--- src/rtl/synth_pkg.sv ---
// Shared types and defaults for the tone/envelope voice path.
package synth_pkg;

  typedef enum logic [2:0] {
    IDLE    = 3'd0,
    ATTACK  = 3'd1,
    DECAY   = 3'd2,
    SUSTAIN = 3'd3,
    RELEASE = 3'd4
  } env_state_t;

  localparam int ENV_W_DEFAULT         = 8;
  localparam int ATTACK_STEP_DEFAULT   = 50000;
  localparam int DECAY_STEP_DEFAULT    = 50000;
  localparam int RELEASE_STEP_DEFAULT  = 100000;
  localparam int SUSTAIN_LEVEL_DEFAULT = 192;

  // Index of the lowest set bit (0 when none set); supports up to 32 inputs.
  function automatic int lowest_set_idx(input logic [31:0] v);
    int idx;
    idx = 0;
    for (int i = 31; i >= 0; i--) begin
      if (v[i]) idx = i;
    end
    return idx;
  endfunction

endpackage

--- src/rtl/pwm_modulator.sv ---
// Free-running W-bit PWM: output high while counter < duty and gate is high.
module pwm_modulator #(
  parameter int W = 8
) (
  input  logic         clk,
  input  logic         reset,
  input  logic [W-1:0] duty,
  input  logic         gate,
  output logic         pwm_out
);

  logic [W-1:0] cnt;

  always_ff @(posedge clk or posedge reset) begin
    if (reset) begin
      cnt     <= '0;
      pwm_out <= 1'b0;
    end else begin
      cnt     <= cnt + 1'b1;
      pwm_out <= gate && (cnt < duty);
    end
  end

endmodule

--- src/rtl/tone_envelope_pwm.sv ---
// Priority-selected tone with ADSR envelope driving a PWM audio pin.
// Optional macro TONE_ENV_KEY_SYNC_EN adds a 2-flop key_in synchroniser.
module tone_envelope_pwm
  import synth_pkg::*;
#(
  parameter int NUM_TONES     = 8,
  parameter int ENV_W         = ENV_W_DEFAULT,
  parameter int ATTACK_STEP   = ATTACK_STEP_DEFAULT,
  parameter int DECAY_STEP    = DECAY_STEP_DEFAULT,
  parameter int RELEASE_STEP  = RELEASE_STEP_DEFAULT,
  parameter int SUSTAIN_LEVEL = SUSTAIN_LEVEL_DEFAULT,
  localparam int IDX_W        = $clog2(NUM_TONES)
) (
  input  logic                 clk,
  input  logic                 reset,
  input  logic [NUM_TONES-1:0] tone_in,
  input  logic [NUM_TONES-1:0] key_in,
  output logic                 pwm_out,
  output logic [ENV_W-1:0]     env_level,
  output logic [IDX_W-1:0]     active_idx,
  output logic                 voice_busy
);

  localparam int MAX_STEP_AD = (ATTACK_STEP > DECAY_STEP) ? ATTACK_STEP : DECAY_STEP;
  localparam int MAX_STEP    = (MAX_STEP_AD > RELEASE_STEP) ? MAX_STEP_AD : RELEASE_STEP;
  localparam int CNT_W       = (MAX_STEP > 2) ? $clog2(MAX_STEP) : 1;

  localparam logic [ENV_W-1:0] ENV_MAX = '1;
  localparam logic [ENV_W-1:0] SUS_LVL = ENV_W'(SUSTAIN_LEVEL);

  function automatic logic [ENV_W-1:0] sat_inc(input logic [ENV_W-1:0] v);
    return (v == ENV_MAX) ? v : v + 1'b1;
  endfunction

  function automatic logic [ENV_W-1:0] sat_dec(input logic [ENV_W-1:0] v);
    return (v == '0) ? v : v - 1'b1;
  endfunction

  logic [NUM_TONES-1:0] key_s;

`ifdef TONE_ENV_KEY_SYNC_EN
  logic [NUM_TONES-1:0] key_meta_p0, key_sync_p1;

  always_ff @(posedge clk or posedge reset) begin
    if (reset) begin
      key_meta_p0 <= '0;
      key_sync_p1 <= '0;
    end else begin
      key_meta_p0 <= key_in;
      key_sync_p1 <= key_meta_p0;
    end
  end

  assign key_s = key_sync_p1;
`else
  assign key_s = key_in;
`endif

  logic             any_key;
  env_state_t       state, state_nx;
  logic [ENV_W-1:0] level_nx;
  logic [CNT_W-1:0] step_cnt, step_len;
  logic             counting, tick;

  assign any_key    = |key_s;
  assign voice_busy = (state != IDLE);

  always_comb begin
    step_len = '0;
    counting = 1'b0;
    case (state)
      ATTACK:  begin step_len = CNT_W'(ATTACK_STEP - 1);  counting = 1'b1; end
      DECAY:   begin step_len = CNT_W'(DECAY_STEP - 1);   counting = 1'b1; end
      RELEASE: begin step_len = CNT_W'(RELEASE_STEP - 1); counting = 1'b1; end
      default: ;
    endcase
  end

  assign tick = counting && (step_cnt == step_len);

  // Key events are tested first so they win over a level threshold in the same cycle.
  always_comb begin
    state_nx = state;
    level_nx = env_level;
    case (state)
      IDLE: begin
        level_nx = '0;
        if (any_key) state_nx = ATTACK;
      end
      ATTACK: begin
        if (!any_key) state_nx = RELEASE;
        else if (env_level == ENV_MAX) state_nx = DECAY;
        else if (tick) begin
          level_nx = sat_inc(env_level);
          if (level_nx == ENV_MAX) state_nx = DECAY;
        end
      end
      DECAY: begin
        if (!any_key) state_nx = RELEASE;
        else if (env_level <= SUS_LVL) state_nx = SUSTAIN;
        else if (tick) begin
          level_nx = sat_dec(env_level);
          if (level_nx <= SUS_LVL) state_nx = SUSTAIN;
        end
      end
      SUSTAIN: begin
        if (!any_key) state_nx = RELEASE;
      end
      RELEASE: begin
        if (any_key) state_nx = ATTACK;
        else if (env_level == '0) state_nx = IDLE;
        else if (tick) level_nx = sat_dec(env_level);
      end
      default: begin
        state_nx = IDLE;
        level_nx = '0;
      end
    endcase
  end

  always_ff @(posedge clk or posedge reset) begin
    if (reset) begin
      state      <= IDLE;
      env_level  <= '0;
      step_cnt   <= '0;
      active_idx <= '0;
    end else begin
      state     <= state_nx;
      env_level <= level_nx;
      if ((state_nx != state) || tick || !counting) step_cnt <= '0;
      else step_cnt <= step_cnt + 1'b1;
      // Legato: index follows the keys, but holds through the release tail.
      if (any_key) active_idx <= IDX_W'(lowest_set_idx(32'(key_s)));
    end
  end

  logic pwm_gate;
  assign pwm_gate = tone_in[active_idx] & voice_busy;

  pwm_modulator #(.W(ENV_W)) u_pwm (
    .clk     (clk),
    .reset   (reset),
    .duty    (env_level),
    .gate    (pwm_gate),
    .pwm_out (pwm_out)
  );

endmodule

--- config.mk ---
export PLATFORM = sky130hd
export DESIGN_NAME = tone_envelope_pwm
export DESIGN_NICKNAME = d
export VERILOG_FILES = /design/src/rtl/synth_pkg.sv /design/src/rtl/pwm_modulator.sv /design/src/rtl/tone_envelope_pwm.sv
export SDC_FILE = /design/constraint.sdc
export NUM_CORES = 1
export LEC_CHECK = 0
export CORE_ASPECT_RATIO = 1.75
export CORE_MARGIN = 1
export CORE_UTILIZATION = 61
export CTS_BUF_LIST = sky130_fd_sc_hd__clkbuf_8
export CTS_CLUSTER_DIAMETER = 120
export DETAILED_ROUTE_END_ITERATION = 8
export PLACE_DENSITY = 0.87
export SKIP_CTS_REPAIR_TIMING = 1
export SYNTH_ARGS = -nofsm -noshare
export SYNTH_HDL_FRONTEND = slang
export SYNTH_HIERARCHICAL = 1
export SYNTH_SLANG_ARGS = --single-unit
--- constraint.sdc ---
create_clock -name clk -period 7.1 [get_ports clk]
set_clock_uncertainty 0.2 [all_clocks]
set_input_delay 1.42 -clock clk [delete_from_list [all_inputs] [get_ports clk]]
set_output_delay 1.42 -clock clk [all_outputs]
set_load 0.05 [all_outputs]
After elaboration in Yosys (flattened, before gate mapping)
Index checks and enable logic that the tools add are counted.
- bits in registers: 40
- input bits: 18
- add/sub/neg operators: 4
- $lt $le $gt $ge: 4
- eq/ne operators: 17
- multiplexer cells: 38
- bitwise gates (word level): 2
- reduce and logical (&&, ||, !) cells: 12
- operator list (cell ; count):
    8-bit two-way mux ; 11
    3-bit two-way mux ; 20
    17-bit one-hot mux with 2 select lines ; 1
    8-bit one-hot mux with 4 select lines ; 1
    2-bit != test (second input constant) ; 9
    17-bit by 1-bit adder with 17-bit output (second input constant) ; 1
    17-bit == test ; 1
    17-bit two-way mux ; 1
    8-bit by 1-bit adder with 8-bit output (second input constant) ; 2
    8-bit == test (second input constant) ; 2
    8-bit <= comparator (second input constant) ; 2
    3-bit one-hot mux with 5 select lines ; 1
    10-bit AND reduction ; 1
    8-bit zero test ; 1
    8-bit < comparator ; 1
    8-bit OR reduction ; 1
    8-bit by 1-bit subtractor with 8-bit output (second input constant) ; 1
    3-bit by 2-bit == test with 1-bit output (second input constant) ; 2
    3-bit by 4-bit < comparator with 1-bit output (second input constant) ; 1
    1-bit binary-select mux with 3-bit select ; 1
    3-bit by 1-bit == test with 1-bit output (second input constant) ; 1
    3-bit == test (second input constant) ; 1
    3-bit zero test ; 1
    3-bit != test ; 1
    9 further kinds ; 12

Logic depth before layout (Yosys ltp)
- depth after elaboration: 13
- gate-level depth with buffers: 10
- mapped depth without buffers: 8

Cells and area by module
The synthesis kept the hierarchy.
- by module, submodules not included (module ; times used ; cells each ; area an instance (um2) ; seq. area each (um2)):
    tone_envelope_pwm ; 1 ; 265 ; 2222.1 ; 775.7
    pwm_modulator ; 1 ; 46 ; 519.2 ; 225.2

Least setup slack after synthesis
Ideal clock, no wire load.
- path kind: input -> register
- start: input key_in[4]
- end: register env_level[4]
- library setup time: 0.096 ns
- arrival time: 2.763 ns
- data required time: 6.804 ns
- path slack: 4.042 ns
- stages: 6
- buffers on the path: 0
- cell sequence: nor4_1 nand2_1 o21a_1 o221ai_1 o21ai_0 o31ai_1
- longest elaborated chain between the ends: 3
- elaborated cells between the ends (all ways): 5
- those cells by class: eq/ne: 3; reduce/logical: 2
- ends and longest elaborated chain (what ; line ; source):
    from (decl) ; tone_envelope_pwm.sv:17 ; input logic [NUM_TONES-1:0] key_in,
    8-bit OR reduction * ; tone_envelope_pwm.sv:65 ; assign any_key = |key_s;
    2-bit != test (no line) ; -- ;
    10-bit AND reduction (no line) * ; -- ;
    to (signal assigned) ; tone_envelope_pwm.sv:129 ; env_level <= level_nx;
    to (decl) ; tone_envelope_pwm.sv:19 ; output logic [ENV_W-1:0] env_level,
Every way passes the cells marked *; elsewhere a longest branch is shown, timed or not.
A chain may end at the register's enable or synchronous reset.

Worst setup path in the final report
Same ends and word-level chain as after synthesis.

==> summary.md <==
| Metric | Value |
|---|---|
| Latest clock arrival within the worst-skew pair | 0.30 ns |
| GR Util All Layers | 0.301 |
| GR Overflow Total | 0 |
| R2R Setup Slk | 3.75 ns |
| Cell count after synthesis | 311 |
| Detailed route wirelength on metal2 | 3730 um |
| Area after DPL | 3050 um2 |
| Via count | 2441 |
| Port Buf Inserts | 30 |
| Fmax | ~270 MHz |
| Leakage | 1.22 nW |
| WHS Path Cells | 1 |
| Post-Syn Nets | 340 |
| Synth unique cells | 56 |
| Status | finished clean |
| Total CTS buffers | 5 |
| Synth top area share | 0.365 |
| Clk root buf | clkbuf_8 |
| I/O pin cnt | 31 |
| CP Class | in2reg |
| Synthesized area per cell | 8.81 um2 |
| DIE AREA | approximately 4800 um2 |
| Slew headroom | 0.219 |
| Top post-synthesis cells by area | dfrtp_1 (37%), ha_1 (5.0%), nor2_1 (4.5%) |
| Clk slew on worst S/H paths | 0.08 ns |
| Post-synth EDFFs | 0 |
| Synth Area in XOR/XNOR | 0.0831 |
| DR vias/cell | roughly 6.3 |
| Die X | 52.7 um |
| Final Util | 0.744 |
| Placeable Area | 4230 um2 |
| CTS H-tree lvls | 2 |
| Vias in the first global route | about 2.5k |
| Max Cap Viol | 0 |
| Worst R2R Path Depth | 8 |
| Critical path data required time | 7.11 ns |
| Critical path arrival | 3.74 ns |
| Top routing layer in use | met4 |
| Hold_sp | step_cnt[0]$_DFF_PP0_ |
| Sequential share of the synthesized area | 0.365 |
| Async SR Flop Fraction | 1.00 |
| Setup violations, final | 0 |
| Post-synthesis simple-gate area fraction | 0.234 |
| # diodes | 0 |
| Post-route DRC | 0 |
| Launching point of the worst reg2reg path | env_level[0]$_DFFE_PP0P_ |
| Die height | 90.7 um |
| Most frequent cells after synthesis | dfrtp_1 (40), nor2_1 (33), inv_1 (21), nand2_1 (19) |
| Met1 WL | 2380 um |
| Min Hold Slack | 0.287 ns |
| Starting Density | 0.648 |
| Largest net degree at the start of global routing | 32 |
| Primary FF master, synth | dfrtp_1 |
| Share of layout cells above drive strength 1 | 0.0562 |
| Nets | 366 |
| Dominant cell by count in the synthesized netlist | dfrtp_1 |
| Worst setup path startpoint | key_in[4] |
| HPWL after DPL | 4880 um |
| Yosys warnings | 6 |
| Clock buffer depth | 2 |
| Final hold viol count | 0 |
| Worst hold path endpoint | step_cnt[0]$_DFF_PP0_ |
| First-pass GRT wire length | 10800 um |
| Yosys reg bits | 40 |
| Post-synthesis adder-cell area fraction | 0.0502 |
| HP Class | reg2reg |
| Worst vdd ir | 0.211 mV |
| Crit path launch type | input pin |
| Mux cell area share after synthesis | 0.0315 |
| Compound-Gate Fraction of Synth Area | 0.184 |
| Final period util | 0.525 |
| Synthesis-to-layout area growth | 14.7% |
| Antenna violations before repair | 0 |
| Setup TNS | 0 ns |
| RSZ-0062 raised after global routing | no |
| Min Tclk post-route | 3.73 ns |
| Yosys top cell by area | dfrtp_1 |
| Post-DR wirelength/cell | 16.9 um |
| CTS tree | built |
| Crit. End Element | register |
| FF-to-FF End | env_level[4]$_DFFE_PP0P_ |
| Final ANT Viol Nets | 0 |
| PD cells | 203 nW/um2 |
| Main combinational cell family by area after synthesis | simple AND/OR/NAND/NOR gates |
| Iter 0 DRT Violations | 80 |
| RePlAce Congestion | 0.943 |
| Drt pass-1 iters | 4 |
| Cell Rows | 31 |
| Actual slew at the worst max-slew pin | 1.17 ns |
| Clk sink count | 40 |
| Critical Path Fanout Max | 10 |
| Max Slew Vio Count | 0 |
| WL met3 | 231 um |
| Design Area, Final | 3150 um2 |
| Cell area after synthesis | 2740 um2 |
| WL final | roughly 6500 um |
## sequential cells by signal, indices dropped and copies added (netlist names)
signal	count
state	3
step_cnt	17
u_pwm/pwm_out	1
env_level	8
active_idx	3
u_pwm/cnt	8
## critical path, stage by stage
cell and delay (ns):
clkdlybuf4s50_1 0.46, nor4_1 0.47, nand2_1 0.24, o21a_1 0.17, o221ai_1 0.66, o21ai_0 0.22
o31ai_1 0.10
## kinds of logic (layout without fill, tap and decap cells)
logic type,count (synthesis),in the layout
AOI/OAI and AO/OA,73,73
xor gates and xnor gates,26,26
adders and majority gates,11,11
buffers and inverters,33,60
DFF,40,40
muxes,6,6
and+or+nand+nor,122,122
## how the worst max path moves through the flow
stage	to	slack, ns	cells after the start
after floorplan	env_level[4]$_DFFE_PP0P_	4.04	6
after global placement	env_level[4]$_DFFE_PP0P_	3.24	7
after detailed placement	env_level[4]$_DFFE_PP0P_	3.13	7
after CTS	env_level[4]$_DFFE_PP0P_	3.43	7
after global routing	env_level[4]$_DFFE_PP0P_	3.10	7
final	env_level[4]$_DFFE_PP0P_	3.37	7
## area by class of cell
class	instances	area [um2]
fill	333	1080
timing repair buffer	31	308
inverter	21	78.8
sequential	40	1000
tap	49	61.3
clock inverter	2	15.0
clock buffer	6	82.6
multi-input combinational	238	1600
## placed cells by master, fill, tap and decap left out, types with 2 or more instances in the layout
cell and n:
nor4b_1 2, o21ai_0 18, nor3_1 6, xor2_1 12, clkbuf_8 6, nand3b_1 4, mux2i_1 3, clkinvlp_4 2
mux4_2 2, o22ai_1 5, and2_1 3, xnor2_1 14, o22a_1 2, a31oi_1 5, a21oi_1 14, o21a_1 2
a211o_1 2, nand4_1 5, dfrtp_1 40, nand4b_1 2, nand2b_1 3, a21o_1 2, o21bai_1 2, nand2_1 19
and3_1 5, a21boi_0 3, o211ai_1 3, nand3_1 18, a311oi_1 2, nor3b_1 5, and4_1 4, clkdlybuf4s50_1 30
or3_1 4, ha_1 11, nor4_1 4, nor2_1 33, inv_1 21
## metal layers
layer  global-route usage  vias to the layer above
met5                    0                        -
li1                     -                     1169
met3               0.0505                       23
met1                0.306                     1174
met4                0.151                        0
met2                0.551                       75
## power breakdown
part | total (mW) | internal [mW] | switching (mW)
logic | 0.210 | 0.0822 | 0.128
clock network | 0.162 | 0.0786 | 0.0830
registers | 0.267 | 0.239 | 0.0280
## metrics by stage
stage | std cells | power (mW) | setup WS, ns
after global placement | 379 | 0.472 | 3.24
after global routing | 387 | 0.676 | 3.10
final | 387 | 0.638 | 3.37
after floorplan | 311 | 0.422 | 4.04
after detailed placement | 379 | 0.477 | 3.13
after CTS | 387 | 0.640 | 3.43
No activity file was read; power rests on OpenSTA's default activity.
